[src/rtl/adder_pkg.sv]
`default_nettype none
// ============================================================================
// adder_pkg: shared types for the 12-bit prefix adder and its checker path
// Rev 1.0
// ============================================================================
package adder_pkg;

    localparam int ADD_WIDTH = 12;

    typedef logic [ADD_WIDTH:0]   sum_t;
    typedef logic [ADD_WIDTH-1:0] opnd_t;

    typedef enum logic [1:0] {
        IDLE = 2'd0,
        RUN  = 2'd1,
        DONE = 2'd2
    } rec_state_t;

endpackage
`default_nettype wire

[src/rtl/adder_operand_recover_digit_sub.sv]
`default_nettype none
// ============================================================================
// digit_sub: DIGIT-bit ripple-borrow subtractor slice, d = s - a - bin
// Rev 1.0
// ============================================================================
module digit_sub
    import adder_pkg::*;
#(
    parameter int DIGIT = 2
) (
    input  logic [DIGIT-1:0] s,
    input  logic [DIGIT-1:0] a,
    input  logic             bin,
    output logic [DIGIT-1:0] d,
    output logic             bout
);

    // One extra bit catches the borrow as the sign of the widened difference.
    logic [DIGIT:0] w_diff;

    assign w_diff = {1'b0, s} - {1'b0, a} - {{DIGIT{1'b0}}, bin};
    assign d      = w_diff[DIGIT-1:0];
    assign bout   = w_diff[DIGIT];

endmodule
`default_nettype wire

[src/rtl/adder_operand_recover.sv]
`default_nettype none
// ============================================================================
// adder_operand_recover: recovers B = SUM - A, DIGIT bits per cycle
// Rev 1.0
// ============================================================================
module adder_operand_recover
    import adder_pkg::*;
#(
    parameter int WIDTH = ADD_WIDTH,
    parameter int DIGIT = 2
) (
    input  logic             clk,
    input  logic             rst_n,
    input  logic             in_valid,
    output logic             in_ready,
    input  logic [WIDTH:0]   sum,
    input  logic [WIDTH-1:0] a_op,
    output logic             out_valid,
    input  logic             out_ready,
    output logic [WIDTH-1:0] b_op,
    output logic             err
);

    localparam int STEPS = WIDTH / DIGIT;
    localparam int CW    = $clog2(STEPS + 1);
    localparam logic [CW-1:0] LAST = CW'(STEPS - 1);

    generate
        if (WIDTH % DIGIT != 0) begin : g_bad_digit
            $error("adder_operand_recover: WIDTH must be a multiple of DIGIT");
        end
    endgenerate

    rec_state_t       r_state;
    rec_state_t       w_state_next;
    logic [WIDTH-1:0] r_s;
    logic             r_s_msb;
    logic [WIDTH-1:0] r_a;
    logic             r_borrow;
    logic [CW-1:0]    r_cnt;
    logic [DIGIT-1:0] w_d;
    logic             w_bout;

    digit_sub #(
        .DIGIT (DIGIT)
    ) u_digit_sub (
        .s    (r_s[DIGIT-1:0]),
        .a    (r_a[DIGIT-1:0]),
        .bin  (r_borrow),
        .d    (w_d),
        .bout (w_bout)
    );

    always_ff @(posedge clk or negedge rst_n) begin
        if (!rst_n) begin
            r_state <= IDLE;
        end else begin
            r_state <= w_state_next;
        end
    end

    always_comb begin
        w_state_next = r_state;
        case (r_state)
            IDLE:    if (in_valid)       w_state_next = RUN;
            RUN:     if (r_cnt == LAST)  w_state_next = DONE;
            DONE:    if (out_ready)      w_state_next = IDLE;
            default:                     w_state_next = IDLE;
        endcase
    end

    assign in_ready  = (r_state == IDLE);
    assign out_valid = (r_state == DONE);

    always_ff @(posedge clk or negedge rst_n) begin
        if (!rst_n) begin
            r_s      <= '0;
            r_s_msb  <= 1'b0;
            r_a      <= '0;
            r_borrow <= 1'b0;
            r_cnt    <= '0;
            b_op     <= '0;
            err      <= 1'b0;
        end else begin
            case (r_state)
                IDLE: begin
                    if (in_valid) begin
                        r_s      <= sum[WIDTH-1:0];
                        r_s_msb  <= sum[WIDTH];
                        r_a      <= a_op;
                        r_borrow <= 1'b0;
                        r_cnt    <= '0;
                    end
                end
                RUN: begin
                    r_s      <= r_s >> DIGIT;
                    r_a      <= r_a >> DIGIT;
                    r_borrow <= w_bout;
                    r_cnt    <= r_cnt + CW'(1);
                    b_op     <= {w_d, b_op[WIDTH-1:DIGIT]};
                    // top = S[WIDTH] - borrow is nonzero (+1 overflow, -1 underflow)
                    // exactly when the two bits differ.
                    if (r_cnt == LAST) begin
                        err <= r_s_msb ^ w_bout;
                    end
                end
                default: ;
            endcase
        end
    end

endmodule
`default_nettype wire

[config.mk]
export PLATFORM = sky130hd
export DESIGN_NAME = adder_operand_recover
export DESIGN_NICKNAME = d
export VERILOG_FILES = /design/src/rtl/adder_pkg.sv /design/src/rtl/adder_operand_recover_digit_sub.sv /design/src/rtl/adder_operand_recover.sv
export SDC_FILE = /design/constraint.sdc
export NUM_CORES = 1
export LEC_CHECK = 0
export ABC_AREA = 1
export BUFFER_PORTS_ARGS = -buffer_cell sky130_fd_sc_hd__buf_2
export CAP_MARGIN = 10
export CORE_UTILIZATION = 30
export CTS_BUF_LIST = sky130_fd_sc_hd__clkbuf_16
export DETAILED_ROUTE_END_ITERATION = 7
export SETUP_SLACK_MARGIN = 0.3
export SYNTH_ARGS = -nofsm -noshare
export SYNTH_HDL_FRONTEND = slang
export SYNTH_SLANG_ARGS = --single-unit
[constraint.sdc]
create_clock -name clk -period 4.95 [get_ports clk]
set_input_delay 0.99 -clock clk [delete_from_list [all_inputs] [get_ports clk]]
set_output_delay 0.99 -clock clk [all_outputs]
set_load 0.05 [all_outputs]
* Yosys cells after proc, flatten, opt, wreduce, memory -nomap -nowiden
Index checks and enable logic that the tools add are counted.
** Operators by class
- Add/subtract/negate cells :: 3
- Equality and inequality tests :: 6
- Muxes and demuxes :: 12
- Bitwise operators :: 1
- Reduce and logical (&&, ||, !) cells :: 6
** Operator list (number)
- one-hot mux 12 bit (2 select lines) :: 2
- two-way mux 12 bit :: 2
- two-way mux 2 bit :: 3
- one-hot mux 2 bit (3 select lines) :: 1
- one-hot mux 3 bit (2 select lines) :: 1
- AND reduction 2 bit :: 3
- != test 2 bit (second input constant) :: 2
- adder 3 x 1 -> 3 bit (second input constant) :: 1
- == test 3 bit (second input constant) :: 1
- two-way mux 3 bit :: 1
- AND reduction 3 bit :: 1
- subtractor 2 x 2 -> 3 bit :: 1
- subtractor 3 x 1 -> 3 bit :: 1
- == test 2 x 1 -> 1 bit (second input constant) :: 1
- == test 2 bit (second input constant) :: 1
- zero test 2 bit :: 1
- != test 2 x 1 -> 1 bit (second input constant) :: 1
- one-hot mux 1 bit (2 select lines) :: 1
- nonzero test 2 bit :: 1
- two-way mux 1 bit :: 1
- XOR 1 bit :: 1
** Word-level totals
- Bits in registers :: 44
- Input port bits :: 29
- Output and inout port bits :: 15
- Word-level logic and storage cells :: 36

* Depth between registers and ports, before layout
- Depth in word-level cells :: 3
- Gate-level depth with buffers :: 11
- Mapped depth without buffers :: 11

* Hierarchy
A second synthesis with hierarchy kept.
** Second synthesis, totals
- Cells, all modules :: 266
- Area total of the unflattened synthesis :: 2113.3 um2
** By module, submodules not included
- adder_operand_recover :: times used 1, cells each 258, area an instance 2050.7 um2, seq. area each 1101.1 um2
- digit_sub :: times used 1, cells each 8, area an instance 62.6 um2, seq. area each 0.0 um2

* Worst setup path before layout
OpenSTA, ideal clock, no wires.
- Kind :: register to output
- Start point :: reg r_state[0]
- End point :: out in_ready
- Arrival :: 1241 ps
- Required time :: 3960 ps
- Setup slack :: 2719 ps
- Stages on the path, launching flop included :: 2
- Buffers on the path :: 0
- Path through :: dfrtp_1 nor2_1
** On the way
- Longest elaborated chain between the ends :: 1
** Ends and longest elaborated chain
- start: declaration :: line adder_operand_recover.sv:34 : rec_state_t r_state;
- start signal: assignment :: line adder_operand_recover.sv:58 : r_state <= w_state_next;
- zero test 2 bit :: line adder_operand_recover.sv:72 : assign in_ready = (r_state == IDLE);
- end: declaration :: line adder_operand_recover.sv:15 : output logic in_ready,
Every way passes these cells.

* Worst setup path after layout
Ends and elaborated chain as after synthesis.

==> reports/metrics.csv <==
metric,value,unit
sequential share of the synthesized area,52.4,%
GP Congestion,0.726,
cell row count,30,
DRT Pass-1 Iters,4,
final non-filler cell total,407,
Reg2Reg Setup Slack,2.69,ns
Setup TNS,0,ns
ys flop type,dfrtp_1,
hold crit path type,flip-flop to flip-flop,
complex-gate fraction of the synthesized area,3.63,%
die area,7350,µm²
Final period util,54.5,%
Worst EP required,3.96,ns
Skew-Pair Late Insertion Delay,0.28,ns
PostCTS Resize Cnt,0,
relative max-transition margin,35.5,%
Crit Path Max Fanout,24,
antenna cells,0,
io pins,44,
CP Class,flip-flop to primary output,
Final Power,1.79,mW
Final Hold Vio Count,0,
Synth area leaders,"dfrtp_1, nand2_1, nand3_1",
initial DRC count,115,
Post-CTS Setup Inserts,0,
final core occ,37.1,%
initial antenna violation count,0,
global-route wire length before repair,7660,µm
Final ANT Viol Nets,0,
# DRC,0,
CTS Root Cell,clkbuf_16,
syn_nets,307,
"FFs w/ async S/R, synth",100,%
fraction of layout cells with a size suffix above 1,16.4,%
# fillers,740,
Final Max Slew Viols,0,
number of port buffers,43,
Overflow after GRT,0,
Chip Width,85.7,µm
area of the mapped netlist,2100,µm²
post-synthesis simple-gate area fraction,32.9,%
min Tclk post-route,2.70,ns
HPWL after DPL,3080,µm
H-tree depth,2,
outcome,finished clean,
via count,1738,
CTS max path bufs,2,
"Clk pin slew, worst setup/hold paths",0.06,ns
Yosys cell types,14,
final setup violation count,0,
Worst Slack Setup Final,2.25,ns
vias in the first global route,1698,
Synth Instances,272,
hold_buf cts,0,
clock sink count,44,
"FF+latch count, synth",44,
PwrDens,709,nW/µm²
Tightest Pin Transition,0.967,ns
initial cell density of the core,30.9,%
Synth-to-Final Area Change,19.8,%
Worst Skew,0.00246,ns
Synth Area in XOR/XNOR,0.417,%
CTS tree,yes,
post-synth top area share,52.4,%
"Data arrival, critical path",1.71,ns
crit start category,flip-flop,
largest net degree at the start of global routing,45,
placed instance count,399,
Die Y,85.7,µm
leading area contributor after synthesis,dfrtp_1,
syn_area_per_cell,7.73,µm²
adder-cell share of the synthesized area,4.29,%
NumNets Final,345,
achievable frequency,371,MHz
gr usage total,13.6,%
Setup WS pre-CTS,2.54,ns
combinational family with the most area after synthesis,simple AND/OR/NAND/NOR gates,
Via-to-Cell Ratio,4.27,
Leakage,1.43,nW
Synth top cells by count,"nand2_1, dfrtp_1, nand3_1",
max-cap viol count,0,
Num CTS Buffers,5,
RSZ-0062 raised after global routing,no,
post-synthesis mux area share,0,%
CP endpoint kind,primary output,
core region area,6790,µm²
Post-synth EDFFs,0,
Routed wire per std cell,11.2,µm
yosys warns,0,
most common cell in the netlist,nand2_1,
VDD IR max,0.000210,V
Detailed Route WL,4550,µm
[worst max-delay path: stages, from the launching register on]
cell and delay [ns]:
dfrtp_1 0.64, nor2_1 0.44, buf_2 0.34
[layout by cell type, fill, tap and decap left out]
master and instances:
buf_2 43, buf_4 2, clkbuf_16 5, clkinv_1 1, dfrtp_1 44, fa_1 2
ha_1 4, inv_1 18, nand2_1 146, nand3_1 25, nor2_1 5, o21ai_0 13
o21ai_2 1, o22ai_1 1, xor2_1 1
[area by class of cell]
cell class	instances	area (µm²)	area share (%)
flip-flops and latches	44	1100	43.7
multi-input cells	198	871	34.6
repair buffers	45	230	9.14
clock buffers	5	125	4.97
well taps	96	120	4.77
inverters	16	60.1	2.38
clock inverters	3	11.3	0.447
[final timing paths]
| kind | start | to | cells past startpoint |
|---|---|---|---|
| max | r_state[0]$_DFFE_PN0P_ | in_ready | 2 |
| min | r_s[7]$_DFFE_PN0P_ | r_s[7]$_DFFE_PN0P_ | 2 |
| max reg2reg | r_state[1]$_DFFE_PN0P_ | b_op[9]$_DFFE_PN0N_ | 5 |
| min reg2reg | r_s[7]$_DFFE_PN0P_ | r_s[7]$_DFFE_PN0P_ | 2 |
| max in group asynchronous | rst_n | r_s[1]$_DFFE_PN0P_ | 1 |
| min in group asynchronous | rst_n | r_cnt[0]$_DFFE_PN0P_ | 1 |
[through the flow]
stage,instance area [µm²],hold slack (ns)
CTS,2520,0.480
global route,2520,0.503
finish,2520,0.477
global placement,2380,0.462
floorplan,2100,0.443
detailed placement,2380,0.466
[registers in the layout, indices dropped and copies added, names as in the netlist]
| register | flops |
|---|---|
| b_op | 12 |
| r_a | 12 |
| r_s | 12 |
| r_cnt | 3 |
| r_state | 2 |
| err | 1 |
| r_borrow | 1 |
| r_s_msb | 1 |
[metal layers]
metal | vias to the layer above | global-route usage [%] | share of wire (%)
met5 | - | 0 | 0
met4 | 0 | 6.36 | 2.1
met3 | 6 | 2.89 | 3.4
met2 | 30 | 22.0 | 47
met1 | 791 | 17.5 | 48
li1 | 911 | - | -
[where the power goes]
part	total (mW)	leakage, nW	switching [mW]	internal [mW]
combinational	0.839	0.802	0.588	0.250
sequential	0.637	0.559	0.119	0.518
clock	0.309	0.0738	0.128	0.181
total	1.79	1.43	0.835	0.950
[kinds of logic (layout without fill, tap and decap cells)]
family | after synthesis | count (layout)
adders and majority gates | 6 | 6
AOI/OAI and AO/OA | 15 | 15
and+or+nand+nor | 176 | 176
xor gates and xnor gates | 1 | 1
DFF | 44 | 44
buffers and inverters | 30 | 69
Note: power is estimated with default switching activity, not from simulation.
